--- config.mk ---
export PLATFORM = sky130hd
export DESIGN_NAME = digital_tube
export DESIGN_NICKNAME = d
export VERILOG_FILES = /design/src/rtl/digital_tube.sv
export SDC_FILE = /design/constraint.sdc
export NUM_CORES = 1
export LEC_CHECK = 0
export ABC_AREA = 1
export BUFFER_PORTS_ARGS = -buffer_cell sky130_fd_sc_hd__buf_2
export CAP_MARGIN = 0
export CORE_UTILIZATION = 40
export CTS_CLUSTER_SIZE = 24
export DETAILED_ROUTE_END_ITERATION = 8
export PLACE_DENSITY = 0.76
export SKIP_CTS_REPAIR_TIMING = 1
export SYNTH_ARGS = -nofsm -noshare
export SYNTH_HDL_FRONTEND = slang
export SYNTH_SLANG_ARGS = --single-unit
--- constraint.sdc ---
create_clock -name clk -period 3 [get_ports clk]
set_input_delay 0.45 -clock clk [delete_from_list [all_inputs] [get_ports clk]]
set_output_delay 0.45 -clock clk [all_outputs]
set_load 0.01 [all_outputs]
--- src/rtl/digital_tube.sv ---
// rtl/digital_tube.sv - four-digit multiplexed seven-segment display driver
module digital_tube #(
    parameter int SCAN_CYCLES   = 4,
    parameter int BLANK_LEADING = 1
) (
    input  logic       clk,
    input  logic       rstn,
    input  logic       en,
    input  logic [3:0] single_digit,
    input  logic [3:0] ten_digit,
    input  logic [3:0] hundred_digit,
    input  logic [3:0] kilo_digit,
    output logic [3:0] csn,
    output logic [6:0] abcdefg
);

    // A single-cycle dwell still needs a one-bit counter that simply stays at zero.
    localparam int CNT_W = (SCAN_CYCLES > 1) ? $clog2(SCAN_CYCLES) : 1;
    localparam logic [CNT_W-1:0] CNT_LAST = CNT_W'(SCAN_CYCLES - 1);

    logic [CNT_W-1:0] cnt_q, cnt_d;
    logic [1:0]       idx_q, idx_d;
    logic [3:0]       csn_q, csn_d;
    logic [6:0]       seg_q, seg_d;

    logic [3:0]       cur_digit;
    logic             cur_blank;
    logic             blank_kilo, blank_hundred, blank_ten;

    function automatic logic [6:0] decode(input logic [3:0] v);
        logic [6:0] s;
        case (v)
            4'h0: s = 7'b1111110;
            4'h1: s = 7'b0110000;
            4'h2: s = 7'b1101101;
            4'h3: s = 7'b1111001;
            4'h4: s = 7'b0110011;
            4'h5: s = 7'b1011011;
            4'h6: s = 7'b1011111;
            4'h7: s = 7'b1110000;
            4'h8: s = 7'b1111111;
            4'h9: s = 7'b1111011;
            4'hA: s = 7'b1110111;
            4'hB: s = 7'b0011111;
            4'hC: s = 7'b1001110;
            4'hD: s = 7'b0111101;
            4'hE: s = 7'b1001111;
            default: s = 7'b1000111;
        endcase
        return s;
    endfunction

    // Leading-zero blanking: a digit goes dark only if it and every higher digit are zero.
    always_comb begin
        blank_kilo    = (BLANK_LEADING != 0) && (kilo_digit == 4'd0);
        blank_hundred = blank_kilo && (hundred_digit == 4'd0);
        blank_ten     = blank_hundred && (ten_digit == 4'd0);
    end

    // Select the digit currently being scanned, sampled live every cycle.
    always_comb begin
        cur_digit = single_digit;
        cur_blank = 1'b0;
        case (idx_q)
            2'd0: begin cur_digit = single_digit;  cur_blank = 1'b0;          end
            2'd1: begin cur_digit = ten_digit;     cur_blank = blank_ten;     end
            2'd2: begin cur_digit = hundred_digit; cur_blank = blank_hundred; end
            default: begin cur_digit = kilo_digit; cur_blank = blank_kilo;   end
        endcase
    end

    // Next-state: advance dwell/index when enabled, otherwise park at the ones digit with outputs dark.
    always_comb begin
        cnt_d = '0;
        idx_d = 2'd0;
        csn_d = 4'b1111;
        seg_d = 7'b0000000;
        if (en) begin
            if (cnt_q == CNT_LAST) begin
                cnt_d = '0;
                idx_d = idx_q + 2'd1;
            end else begin
                cnt_d = cnt_q + 1'b1;
                idx_d = idx_q;
            end
            csn_d = ~(4'b0001 << idx_q);
            seg_d = cur_blank ? 7'b0000000 : decode(cur_digit);
        end
    end

    // State and output registers; reset clears everything immediately.
    always_ff @(posedge clk or posedge rstn) begin
        if (rstn) begin
            cnt_q <= '0;
            idx_q <= 2'd0;
            csn_q <= 4'b1111;
            seg_q <= 7'b0000000;
        end else begin
            cnt_q <= cnt_d;
            idx_q <= idx_d;
            csn_q <= csn_d;
            seg_q <= seg_d;
        end
    end

    assign csn     = csn_q;
    assign abcdefg = seg_q;

endmodule

==> results by stage, run 1 <==
Worst setup path:
- The worst setup path is of the reg -> reg kind.
- The arrival time reported for the critical path endpoint is 2.10 ns.
- The endpoint of the worst register-to-register path is abcdefg[0].
- The critical-path cell with the highest stage delay is dfrtp_1.
- The worst setup path is captured at a flop.
- STA puts the critical path data required time at 3.16 ns.
- Walking the worst path, the cells encountered are inv_1 > ha_1 > nand2_1 > nand2_1 > nor2_1 > nor2_1 > ha_1 > o21ai_1 > o21ai_0 > nor2_1.
- The number of cells on the worst reg-to-reg path is 10.
- The setup check on the worst reg-to-reg path leaves a slack of 1.07 ns.
- The number of buffer and inverter stages on the critical path is 1.
- Counting buffers and inverters, the worst setup path is 10 cells deep.
- The worst register-to-register path begins at idx_q[0].
- Among cell families on the critical path, the largest total delay comes from adder cells.
- The largest single stage delay on the critical path is 0.44 ns.
- Along the worst path, the maximum fanout reaches 6.
- The worst setup path is launched from a flop.
- The dominant cell type by count on the critical path is nor2_1.

Placed design:
- The placed wire-length estimate after detailed placement is 1.72 mm.
- After detailed placement, the total cell area comes to 1210 µm².
- The total of buffers placed on input and output ports is 29.
- The weighted congestion reported at the end of routability-driven placement is 0.791.

Logic synthesis:
- Yosys attributes the largest share of cell area to dfrtp_1 (27%), nand2_1 (15%), dfstp_2 (10%).
- The average cell area after synthesis is 7.66 µm².
- The number of library cell types mapped by synthesis is 25.
- The post-synthesis instance area is 1030 µm².
- The post-synthesis cell type with the largest combined area is dfrtp_1.
- The synthesized design contains 0 enable-type register cells.
- Counting instances in the post-synthesis netlist gives the leading cell types as nand2_1 (40), nor2_1 (23), dfrtp_1 (11), inv_1 (10), nand3_1 (10).
- The share of synthesized area in the top cell type comes to 0.266.
- The net count of the mapped netlist is 162.
- The commonest register cell after synthesis is dfrtp_1.
- The count of warnings emitted by yosys is 0.
- Yosys instantiated no cell more often than nand2_1.
- The number of storage elements in the synthesis netlist is 15.
- Counting flops with an async set or reset pin after synthesis yields a share of 1.00.
- The part of the Yosys area used for sequential elements is 0.368.
- The number of instances in the synthesized netlist is 135.

STA:
- Setup repair after global routing left no endpoint under its margin.
- The count of endpoints failing hold in the final timing report is 0.
- The smallest clock period supported by the final layout is computed as 1.93 ns.
- For this run, the top clock speed supported by timing is 517 MHz.
- Dividing the final minimum period by the clock period gives 0.644.
- The max-slew violation count is 0.
- Setup violations remaining at the end of the flow were counted as 0.
- For the pin with the worst max-slew slack, the measured transition is 0.503 ns.
- The final clock skew is 0.00204 ns.
- The worst pin sits at a relative slew slack of 0.664.
- The setup TNS is 0 ns.

Clocking:
- At the later pin of the worst-skew pair, clock insertion delay measures 0.27 ns.
- Clock-pin slew was measured on the worst setup and hold paths at 0.08 ns.
- The CTS tree is yes.
- The root buffer cell is clkbuf_4.
- The number of buffers created by CTS is 3.
- The count of clock tree sinks is 15.
- CTS built an H-tree with a depth of 1.
- In this run the deepest clock path goes through 2 buffers.

Floorplanning:
- The area of the core is 2450 µm².
- The floorplan step set the die width to 52.9 µm.
- The initial utilization of the core area, before any placement, comes to 0.422.
- The initialized floorplan defines 18 standard-cell rows.
- The count of boundary I/O pins is 30.
- The floorplan step defined a die boundary enclosing 2790 µm².
- From bottom edge to top edge, the die measures 52.9 µm.

Global routing:
- Entering global routing, the biggest net connects 16 pins.
- The number of global-route vias before repair came to 852.
- The initial antenna violation count is 0.
- The global-route congestion overflow total is 0.
- The first global-routing pass estimated 3.42 mm of wire.
- In the global route stage, overall resource usage came out at 0.170.

Routing:
- The total via count in the routed design is 964.
- After detailed routing, the average wire length per cell comes to 10.2 µm.
- For this run, design rule violations remaining after detail routing come to 0.
- For this block, the routed nets add up to 2.02 mm of wire.
- In this run the remaining antenna-violating nets after routing total 0.
- The first detailed-routing pass took 4 iterations.
- After detailed routing, the number of vias per cell comes to 4.89.
- The first-iteration detailed-routing DRC count is 27.

Finish:
- 0 antenna diodes ended up in the layout.
- The post-route cell area is 1240 µm².
- Of the cells placed in the final design, the portion with a size suffix greater than 1 is 0.311.
- The synthesis-to-layout area growth is 19.8%.
- The final layout net count is 195.
- The filler cell count in the final layout is 251.
- The core occupancy in the finished layout is 0.505.

Pwr:
- The share of total power dissipated in the clock network is 0.226.
- In this run the power spent charging and discharging nets is 0.000147 W.
- The combinational cell fraction of total power is 0.297.
- The static leakage is 0.670 nW.
- The power density normalized to cell area is 380 nW/µm².
- VDD sags by at most 0.176 mV.
- The internal power is 0.000325 W.
- The switching share of power is 0.311.
- The proportion of power drawn by flip-flops and latches is 0.476.

Flow run:
- The tool flagged a number of max-cap violations equal to 0.

Status:
- The run finished with clean final reports.

Min path:
- The path class of the tightest hold or removal check is in -> async.
==> cell families after synthesis <==
| family | share of synthesized area |
|---|---|
| flip-flops | 0.368 |
| buffers and inverters | 0.0496 |
| adder cells (fa/ha/maj) | 0.0967 |
| AO/OA/AOI/OAI | 0.0810 |
| AND/OR/NAND/NOR | 0.397 |
| XOR/XNOR | 0.00847 |
==> cell usage in the layout, fill, tap and decap left out <==
| master | netlist | layout |
|---|---|---|
| dfrtp_1 | 11 | 11 |
| nor2_1 | 23 | 23 |
| dfstp_2 | 4 | 4 |
| o21bai_1 | 1 | 1 |
| o21bai_4 | 1 | 1 |
| nand2_1 | 40 | 40 |
| o21bai_2 | 1 | 1 |
| nand4_1 | 2 | 2 |
| o21ai_4 | 1 | 1 |
| ha_1 | 8 | 8 |
| a21oi_1 | 1 | 1 |
| buf_2 | 0 | 29 |
| inv_2 | 1 | 1 |
| nand3_1 | 10 | 10 |
| nor3b_1 | 1 | 1 |
| nor2_2 | 3 | 3 |
| o21ai_0 | 1 | 1 |
| o21ai_1 | 4 | 4 |
| nor4_1 | 1 | 1 |
| nor2_4 | 3 | 3 |
| inv_4 | 1 | 1 |
| clkbuf_4 | 0 | 3 |
| nand2_2 | 4 | 4 |
| clkbuf_1 | 1 | 1 |
| nor2_8 | 1 | 1 |
| inv_1 | 10 | 10 |
| xnor2_1 | 1 | 1 |
==> sequential cells by signal (all words and copies together) (netlist names) <==
name	count
csn	4
abcdefg	7
idx_q	2
cnt_q	2
==> through the flow <==
| stage | setup WS, ns | instances | hold slack [ns] | total power, W |
|---|---|---|---|---|
| floorplan | 1.31 | 135 | 0.349 | 0.000324 |
| global placement | 1.21 | 193 | 0.421 | 0.000362 |
| detailed placement | 1.07 | 193 | 0.427 | 0.000368 |
| CTS | 1.06 | 197 | 0.206 | 0.000475 |
| global route | 0.854 | 197 | 0.229 | 0.000507 |
| finish | 1.07 | 197 | 0.190 | 0.000471 |
==> power groups by stage <==
stage / Combinational [W] / Sequential, W / Clock, W
floorplan: 0.0000879 / 0.000236 / 0
global placement: 0.000135 / 0.000228 / 0
detailed placement: 0.000140 / 0.000229 / 0
CTS: 0.000140 / 0.000225 / 0.000111
global route: 0.000159 / 0.000227 / 0.000122
finish: 0.000140 / 0.000224 / 0.000107
==> final cells by class <==
cell class / instances / area (µm²) / share of cell area
flip-flops and latches: 15 / 380 / 0.307
repair buffers: 29 / 145 / 0.117
inverters: 12 / 47.5 / 0.0383
well taps: 30 / 37.5 / 0.0303
multi-input cells: 107 / 603 / 0.486
clock buffers: 4 / 26.3 / 0.0212
==> metal layers <==
metal	part of all wire	wire length (µm)	vias up	GRT usage
met5	0	0	-	0
met4	0.014	28	0	0.101
met3	0.061	123	4	0.0201
met2	0.49	988	45	0.289
met1	0.43	875	425	0.202
li1	-	-	490	-
==> worst max-delay path by stage <==
| stage | start | to | slack [ns] |
|---|---|---|---|
| after floorplan | idx_q[0] | abcdefg[0] | 1.31 |
| after global placement | idx_q[0] | abcdefg[0] | 1.21 |
| after detailed placement | idx_q[0] | abcdefg[0] | 1.07 |
| after CTS | idx_q[0] | abcdefg[0] | 1.06 |
| after global routing | idx_q[0] | abcdefg[0] | 0.85 |
| final | idx_q[0] | abcdefg[0] | 1.07 |
==> worst register-to-register path: stages (launching register included) <==
cell and delay, ns:
dfrtp_1 0.44, inv_1 0.11, ha_1 0.27, nand2_1 0.08
nand2_1 0.13, nor2_1 0.05, nor2_1 0.18, ha_1 0.24
o21ai_1 0.10, o21ai_0 0.17, nor2_1 0.05
Power figures use the tool's default switching activity.
==> run 2: changes to the inputs <==
Settings changed: ABC_AREA 1 to 0, PLACE_DENSITY 0.76 to 0.77.
Clock period 3 ns to 1.9 ns, I/O delays scaled along.
==> results by stage, run 2 <==
Status:
- The flow ran to the end, but the final reports show violations.
- The final reports fail on negative setup slack.

Finish:
- The synthesis-to-layout area growth is 40.9%.
- The most common cell after layout, fill and taps aside is buf_2.
- The share of post-route cells with drive strength above 1 is 0.500.
- In the layout the commonest cells are buf_2 (29), buf_4 (13), nand2_1 (11).
- The filler cell count in the final layout is 191.
- The register with the most flip-flops in the layout has 7 of them.
- The finished layout holds 166 standard cells, fillers aside.
- The storage element area is 383 µm².
- Summing all multi-input logic gate instances after layout gives 532 µm².
- The number of antenna diodes in the final layout is 0.
- At the end of the flow, the number of nets in the layout was 166.

Pwr:
- The internal power of the cells totals 0.000554 W.
- The analysis attributes to cell leakage a power of 0.621 nW.
- The worst-case IR drop observed on VDD is 0.261 mV.
- The completed layout was analyzed and its total power is 0.000784 W.
- The combinational cell fraction of total power is 0.319.
- The clock group share of total power is 0.228.
- Of the total power, registers draw 0.453.
- The power density normalized to cell area is 604 nW/µm².
- The net load switching power is 0.000229 W.
- The switching share of power is 0.293.

STA:
- The slack of the critical path is -0.186 ns.
- The clock period minus worst slack is 2.09 ns.
- Static timing analysis puts the maximum clock frequency at 479 MHz.
- In this run the tightest slew margin relative to its limit is 0.578.
- Across the routed clock network, the largest skew measured is 0.00274 ns.
- The final number of setup-violating endpoints is 7.
- The max-slew violation count is 0.
- The count of endpoints failing hold in the final timing report came to 0.
- At the pin with the least slew margin, the transition time is 0.630 ns.
- Dividing the final minimum period by the clock period gives 1.10.
- Setup repair after global routing could not meet its margin everywhere.

Routing:
- The number of remaining DRC errors is 0.
- The total wire length is 2.01 mm.
- The post-route antenna net violation count is 0.
- For this run, the detailed router's first-pass iteration total came to 4.
- After the first detailed-routing iteration, the DRC count stood at 25.
- The average routed wire per standard cell is 12.1 µm.
- The total via count in the routed design is 874.
- The average vias per placed instance is 5.27.

Logic synthesis:
- The number of nets in the synthesized netlist is 118.
- The share of the Yosys chip area taken by registers is 0.413.
- The count of warnings emitted by yosys is 0.
- The XOR/XNOR share of the synthesized area is 0.00951.
- The number of library cell types mapped by synthesis is 34.
- The synthesized design contains 0 enable-type register cells.
- The dominant combinational cell family by area after synthesis is compound AO/OA/AOI/OAI gates.
- The average cell area after synthesis is 10.1 µm².
- Among all flip-flop cells after synthesis, the most frequent one is dfrtp_1.
- The post-synthesis cell type with the largest combined area is dfrtp_1.
- In the synthesized netlist, the cells that appear most often are dfrtp_1 (11), nand2_1 (11), inv_1 (9), ha_1 (8).
- The post-synthesis instance area is 921 µm².
- Of the post-synthesis cell area, the dominant cell type holds 0.299.
- By area the synthesized netlist is led by dfrtp_1 (30%), dfstp_2 (11%), ha_1 (11%).
- Of the total synthesized cell area, the portion taken by full adders, half adders and majority gates is 0.109.
- Of the total synthesized cell area, the portion taken by AND, OR, NAND and NOR gates is 0.162.
- The number of storage elements in the synthesis netlist is 15.
- The proportion of synthesized flip-flops having asynchronous set or reset is 1.00.
- The post-synthesis compound-gate area fraction is 0.167.
- After technology mapping, the gate count stands at 91.
- The multiplexer fraction of the synthesized cell area is 0.0938.

Global routing:
- The initial antenna violation count came to 0.
- The pin count of the biggest net entering global routing is 16.
- The overall fraction of global-route tracks in use is 0.185.
- The most congested layer reported by global routing is met2.
- For this run the aggregate overflow at the end of global routing stands at 0.
- The fraction of met3 tracks used by global routing is 0.0309.
- The first global-routing pass estimated 3.44 mm of wire.
- In the global route stage, met1 resource usage came out at 0.238.
- The met2 usage is 0.291.
- The number of global-route vias before repair was 767.

Clocking:
- After clock tree synthesis, the clock-pin slew on the worst setup and hold paths is 0.08 ns.
- For the worst-skew pair, the clock arrives at the later sink with an insertion delay of 0.28 ns.
- The number of levels the H-tree was split into is 1.
- The clock tree buffer depth is 2.
- The count of clock tree sinks is 15.
- The cell sitting at the root of the clock tree is a clkbuf_4.
- The CTS tree is yes.
- The number of buffers created by CTS is 3.

Worst setup path:
- The largest individual stage delay along the critical path comes from the cell dfrtp_2.
- The startpoint identified for the worst register-to-register timing path is idx_q[1].
- For the worst setup path, the data required time is 2.08 ns.
- The logic depth of the worst register-to-register path is 8.
- The count of cell instances traversed by the critical path is 8.
- The worst setup path is captured at a flop.
- The arrival time reported for the critical path endpoint is 2.26 ns.
- The critical path goes through inv_4 > ha_4 > buf_6 > a222oi_1 > mux2i_2 > and2_4 > buf_4 > o31a_1.
- The largest fanout on the critical path is 7.
- On the critical path the largest part of the delay comes from compound AO/OA/AOI/OAI gates.
- The setup slack of the worst register-to-register path is -0.19 ns.
- The number of buffers and inverters on the critical path is 3.
- The largest single stage delay on the critical path is 0.44 ns.
- STA classifies the critical path startpoint as a flop.
- The type of the worst setup path is reg -> reg.
- The endpoint of the worst register-to-register path is abcdefg[6].

Placed design:
- Summed over all nets, the half-perimeter wirelength after detailed placement is 1.60 mm.
- Port buffering added 29 buffers.
- Once placement completed, the tool counted placed cells totaling 160.
- The weighted congestion reported at the end of routability-driven placement is 0.863.
- OpenSTA, run right after detailed placement, puts the worst setup slack at -0.208 ns.

Floorplanning:
- The die outline height is 50.0 µm.
- After floorplanning, the core was divided into 17 placement rows.
- Measured along the x axis, the die boundary spans 50.0 µm.
- After floorplanning, the core was sized to cover 2190 µm².
- The initial core utilization is 0.420.
- For this design the top-level I/O count stands at 30.
- The die covers 2500 µm².

Min path:
- The worst hold-check path type is in -> async.

Flow run:
- Max-cap violations in this run came to 0.
[run 2: cell count changes in the layout (fill, tap and decap cells not counted), moves of 3 or more]
cell / previous run / this run
nand2_2: 4 / 0
buf_4: 0 / 13
nand2_1: 40 / 11
nor3_1: 0 / 3
a222oi_1: 0 / 4
o21ai_1: 4 / 1
nor2_4: 3 / 0
inv_1: 10 / 6
nor2_1: 23 / 4
ha_1: 8 / 4
nand3_1: 10 / 1
[run 2: stage by stage]
stage	utilization	area (µm²)	TNS, ns	hold slack, ns
4_1_cts	0.567	1240	-1.29	0.0481
5_1_grt	0.592	1300	-1.67	0.0826
3_3_place_gp	0.555	1220	-0.411	0.345
2_1_floorplan	-	940	-0.0340	0.184
6_report	0.592	1300	-0.798	0.0216
3_5_place_dp	0.555	1220	-1.15	0.355
[run 2: cell families (layout without fill, tap and decap cells)]
logic type	count (synthesis)	count (layout)
fa+ha+maj	8	8
mux	6	6
compound gates	20	20
xor+xnor	1	1
simple gates	30	30
flops	15	15
buf+inv	11	58
[run 2: how the worst max path moves through the flow]
stage	startpoint	endpoint	slack (ns)
6_report	idx_q[1]	abcdefg[6]	-0.19
5_1_grt	idx_q[0]	abcdefg[6]	-0.30
4_1_cts	idx_q[1]	abcdefg[1]	-0.23
3_5_place_dp	idx_q[1]	abcdefg[1]	-0.21
3_3_place_gp	idx_q[1]	abcdefg[6]	-0.1
2_1_floorplan	idx_q[0]	abcdefg[3]	-0.03
[run 2: area by class of cell]
class                           instances  area share
Timing Repair Buffer                   45       0.220
Multi-Input combinational cell         65       0.410
Tap cell                               28      0.0270
Clock buffer                            4      0.0203
Sequential cell                        15       0.295
Inverter                                9      0.0280
[run 2: worst register-to-register path, delay by kind of cell (launching register included)]
kind                       cells  cell delay [ns]
and+or+nand+nor                1             0.22
muxes                          1             0.22
AOI/OAI and AO/OA              2             0.65
buffers and inverters          3             0.29
DFF                            1             0.44
adders and majority gates      1             0.17
[run 2: power groups by stage]
stage | Combinational [W] | Sequential (W) | Clock, W
global route | 0.000276 | 0.000358 | 0.000195
CTS | 0.000229 | 0.000355 | 0.000182
global placement | 0.000224 | 0.000360 | 0
finish | 0.000250 | 0.000355 | 0.000179
floorplan | 0.000120 | 0.000372 | 0
detailed placement | 0.000229 | 0.000361 | 0
[run 2: metal layers]
metal / routed length, µm / share of wire
met5: 0 / 0
met1: 937 / 0.47
met4: 51 / 0.025
met3: 129 / 0.064
met2: 893 / 0.44
==> run 3: changes to the inputs <==
Settings changed: CORE_UTILIZATION 40 to 49, PLACE_DENSITY 0.77 to 0.9.
==> results by stage, run 3 (synthesis gave the netlist of run 2 again) <==
Worst setup path:
- The worst setup path is captured at a flop.
- The arrival time reported for the critical path endpoint is 2.30 ns.
- The sort of element at the start of the critical path is a flop.
- The signal on the critical path passes through inv_2 > ha_4 > buf_6 > a222oi_1 > mux2i_2 > and2_4 > a221oi_2 > o31a_1.
- The family with the most delay on the worst path is compound AO/OA/AOI/OAI gates.
- The critical-path cell with the highest stage delay is dfrtp_1.
- The number of buffer and inverter stages on the critical path is 2.
- The worst setup path is of the reg -> reg kind.
- The largest fanout on the critical path is 7.
- At the worst endpoint, the required time is 2.12 ns.
- The worst stage delay on the critical path is 0.44 ns.

Finish:
- In the layout the commonest cells are buf_2 (29), buf_4 (16), nand2_1 (11).
- The register with the most flip-flops in the layout has 7 of them.
- The count of placed standard cells in the final layout, fillers left out is 164.
- The final layout net count is 167.
- The most common cell after layout, fill and taps aside is buf_2.
- The share of post-route cells with drive strength above 1 is 0.504.
- The number of antenna diodes in the final layout is 0.
- The synthesis-to-layout area growth is 40.1%.
- At the end of the flow the core is filled with cells to 0.739.

Flow run:
- Across the run, the number of max-cap violations was 0.

Pwr:
- The internal power is 0.000551 W.
- Summed over all nets, the switching power comes to 0.000227 W.
- In this run the static leakage power is 0.625 nW.
- For this design the ratio of total power to cell area is 603 nW/µm².
- The worst vdd rail ir drop is 0.321 mV.
- The switching share of power is 0.291.
- The share of total power dissipated in the clock network is 0.225.
- The proportion of power drawn by flip-flops and latches is 0.454.
- Of the total power, combinational logic draws 0.322.

STA:
- Hold timing on the final database bottoms out at a slack of 0.0218 ns.
- Setup repair after global routing could not meet its margin everywhere.
- The worst-case headroom to the max-slew limit is 0.580.
- Setup violations remaining at the end of the flow were counted as 7.
- The maximum clock rate is 481 MHz.
- Between clock sinks in the finished design, the worst skew comes to 0.000677 ns.
- Across all setup checks in the final design, the least slack found is -0.177 ns.
- The clock period minus worst slack is 2.08 ns.
- The final critical-path share of the clock period is 1.09.
- The count of endpoints failing hold in the final timing report was 0.
- The max-slew violation count came to 0.
- At the pin with the least slew margin, the transition time is 0.628 ns.

Floorplanning:
- The floorplan has 15 rows.
- The width of the die is 45.4 µm.
- The region available for standard cell placement spans 1750 µm².
- The initial core utilization is 0.528.
- The total die area is 2060 µm².
- The count of boundary I/O pins is 30.
- The floorplan step set the die height to 45.4 µm.

Routing:
- The total via count in the routed design is 884.
- The post-route antenna net violation count is 0.
- In the routed design, unresolved DRC markers number 0.
- The first detailed-routing pass took 5 iterations.
- The average vias per placed instance is 5.39.
- The final layout contains routed wiring with a total length of 2.00 mm.
- The first-iteration detailed-routing DRC count is 48.
- The average routed wire per standard cell is 12.2 µm.

Global routing:
- The number of global-route vias before repair is 756.
- The initial antenna violation count is 0.
- In the global route stage, overall resource usage came out at 0.210.
- The global-route congestion overflow total is 0.
- The global-route wire length before repair is 3.11 mm.
- The pin count of the biggest net entering global routing is 16.

Placed design:
- The congestion estimate from routability-driven global placement came to 0.892.
- Timing analysis after detailed placement gives a worst setup slack of -0.235 ns.
- The placed wire-length estimate after detailed placement is 1.54 mm.
- The total of buffers placed on input and output ports is 29.
- Counting tap cells, the placed design contains a total of 155 instances.

Clocking:
- Clock tree synthesis inserted a total of 3 buffers.
- The clock latency of the later-clocked register in the worst-skew pair is 0.28 ns.
- The CTS tree is yes.
- The root buffer cell is clkbuf_4.
- After clock tree synthesis, the clock-pin slew on the worst setup and hold paths is 0.08 ns.
- The number of levels the H-tree was split into is 1.
- The count of clock tree sinks is 15.
- No sink is reached through more buffers than the 2 on the longest clock path.

Min path:
- The worst hold-check path type is in -> async.

Status:
- The run finished, with violations left.
- The checks that failed: negative setup slack.
## run 3: layout make-up
type | instances | area (µm²)
timing repair buffer | 46 | 277
inverter | 9 | 33.8
multi-input combinational | 65 | 541
clock buffer | 4 | 26.3
sequential | 15 | 382
fill | 128 | 455
tap | 25 | 31.3
## run 3: stage by stage
| stage | cell area, µm² | setup TNS (ns) | power [W] |
|---|---|---|---|
| after global placement | 1200 | -0.618 | 0.000577 |
| after detailed placement | 1200 | -1.28 | 0.000586 |
| after CTS | 1220 | -1.45 | 0.000756 |
| after global routing | 1290 | -2.01 | 0.000820 |
| after floorplan | 940 | -0.0340 | 0.000492 |
| final | 1290 | -0.952 | 0.000778 |
## run 3: power groups by stage
stage          clock network [W]  logic, W  registers [W]
2_1_floorplan                  0  0.000120       0.000372
3_3_place_gp                   0  0.000218       0.000359
3_5_place_dp                   0  0.000226       0.000360
4_1_cts                 0.000175  0.000227       0.000353
5_1_grt                 0.000188  0.000276       0.000356
6_report                0.000175  0.000250       0.000353
## run 3: routing by layer
| metal | GRT usage | routed length, µm |
|---|---|---|
| met5 | 0 | 0 |
| met4 | 0.127 | 40 |
| met3 | 0.0120 | 151 |
| met2 | 0.333 | 960 |
| met1 | 0.281 | 845 |
## run 3: path summary, 6_finish.rpt
path	end	slack, ns	start	cells after the start
max reg2reg	abcdefg[6]	-0.18	idx_q[1]	8
min reg2reg	cnt_q[0]	0.43	cnt_q[0]	1
min	abcdefg[2]	0.02	rstn	2
min in group clk	csn[2]	0.23	en	2
max	abcdefg[6]	-0.18	idx_q[1]	8
max in group asynchronous	idx_q[0]	1.51	rstn	2
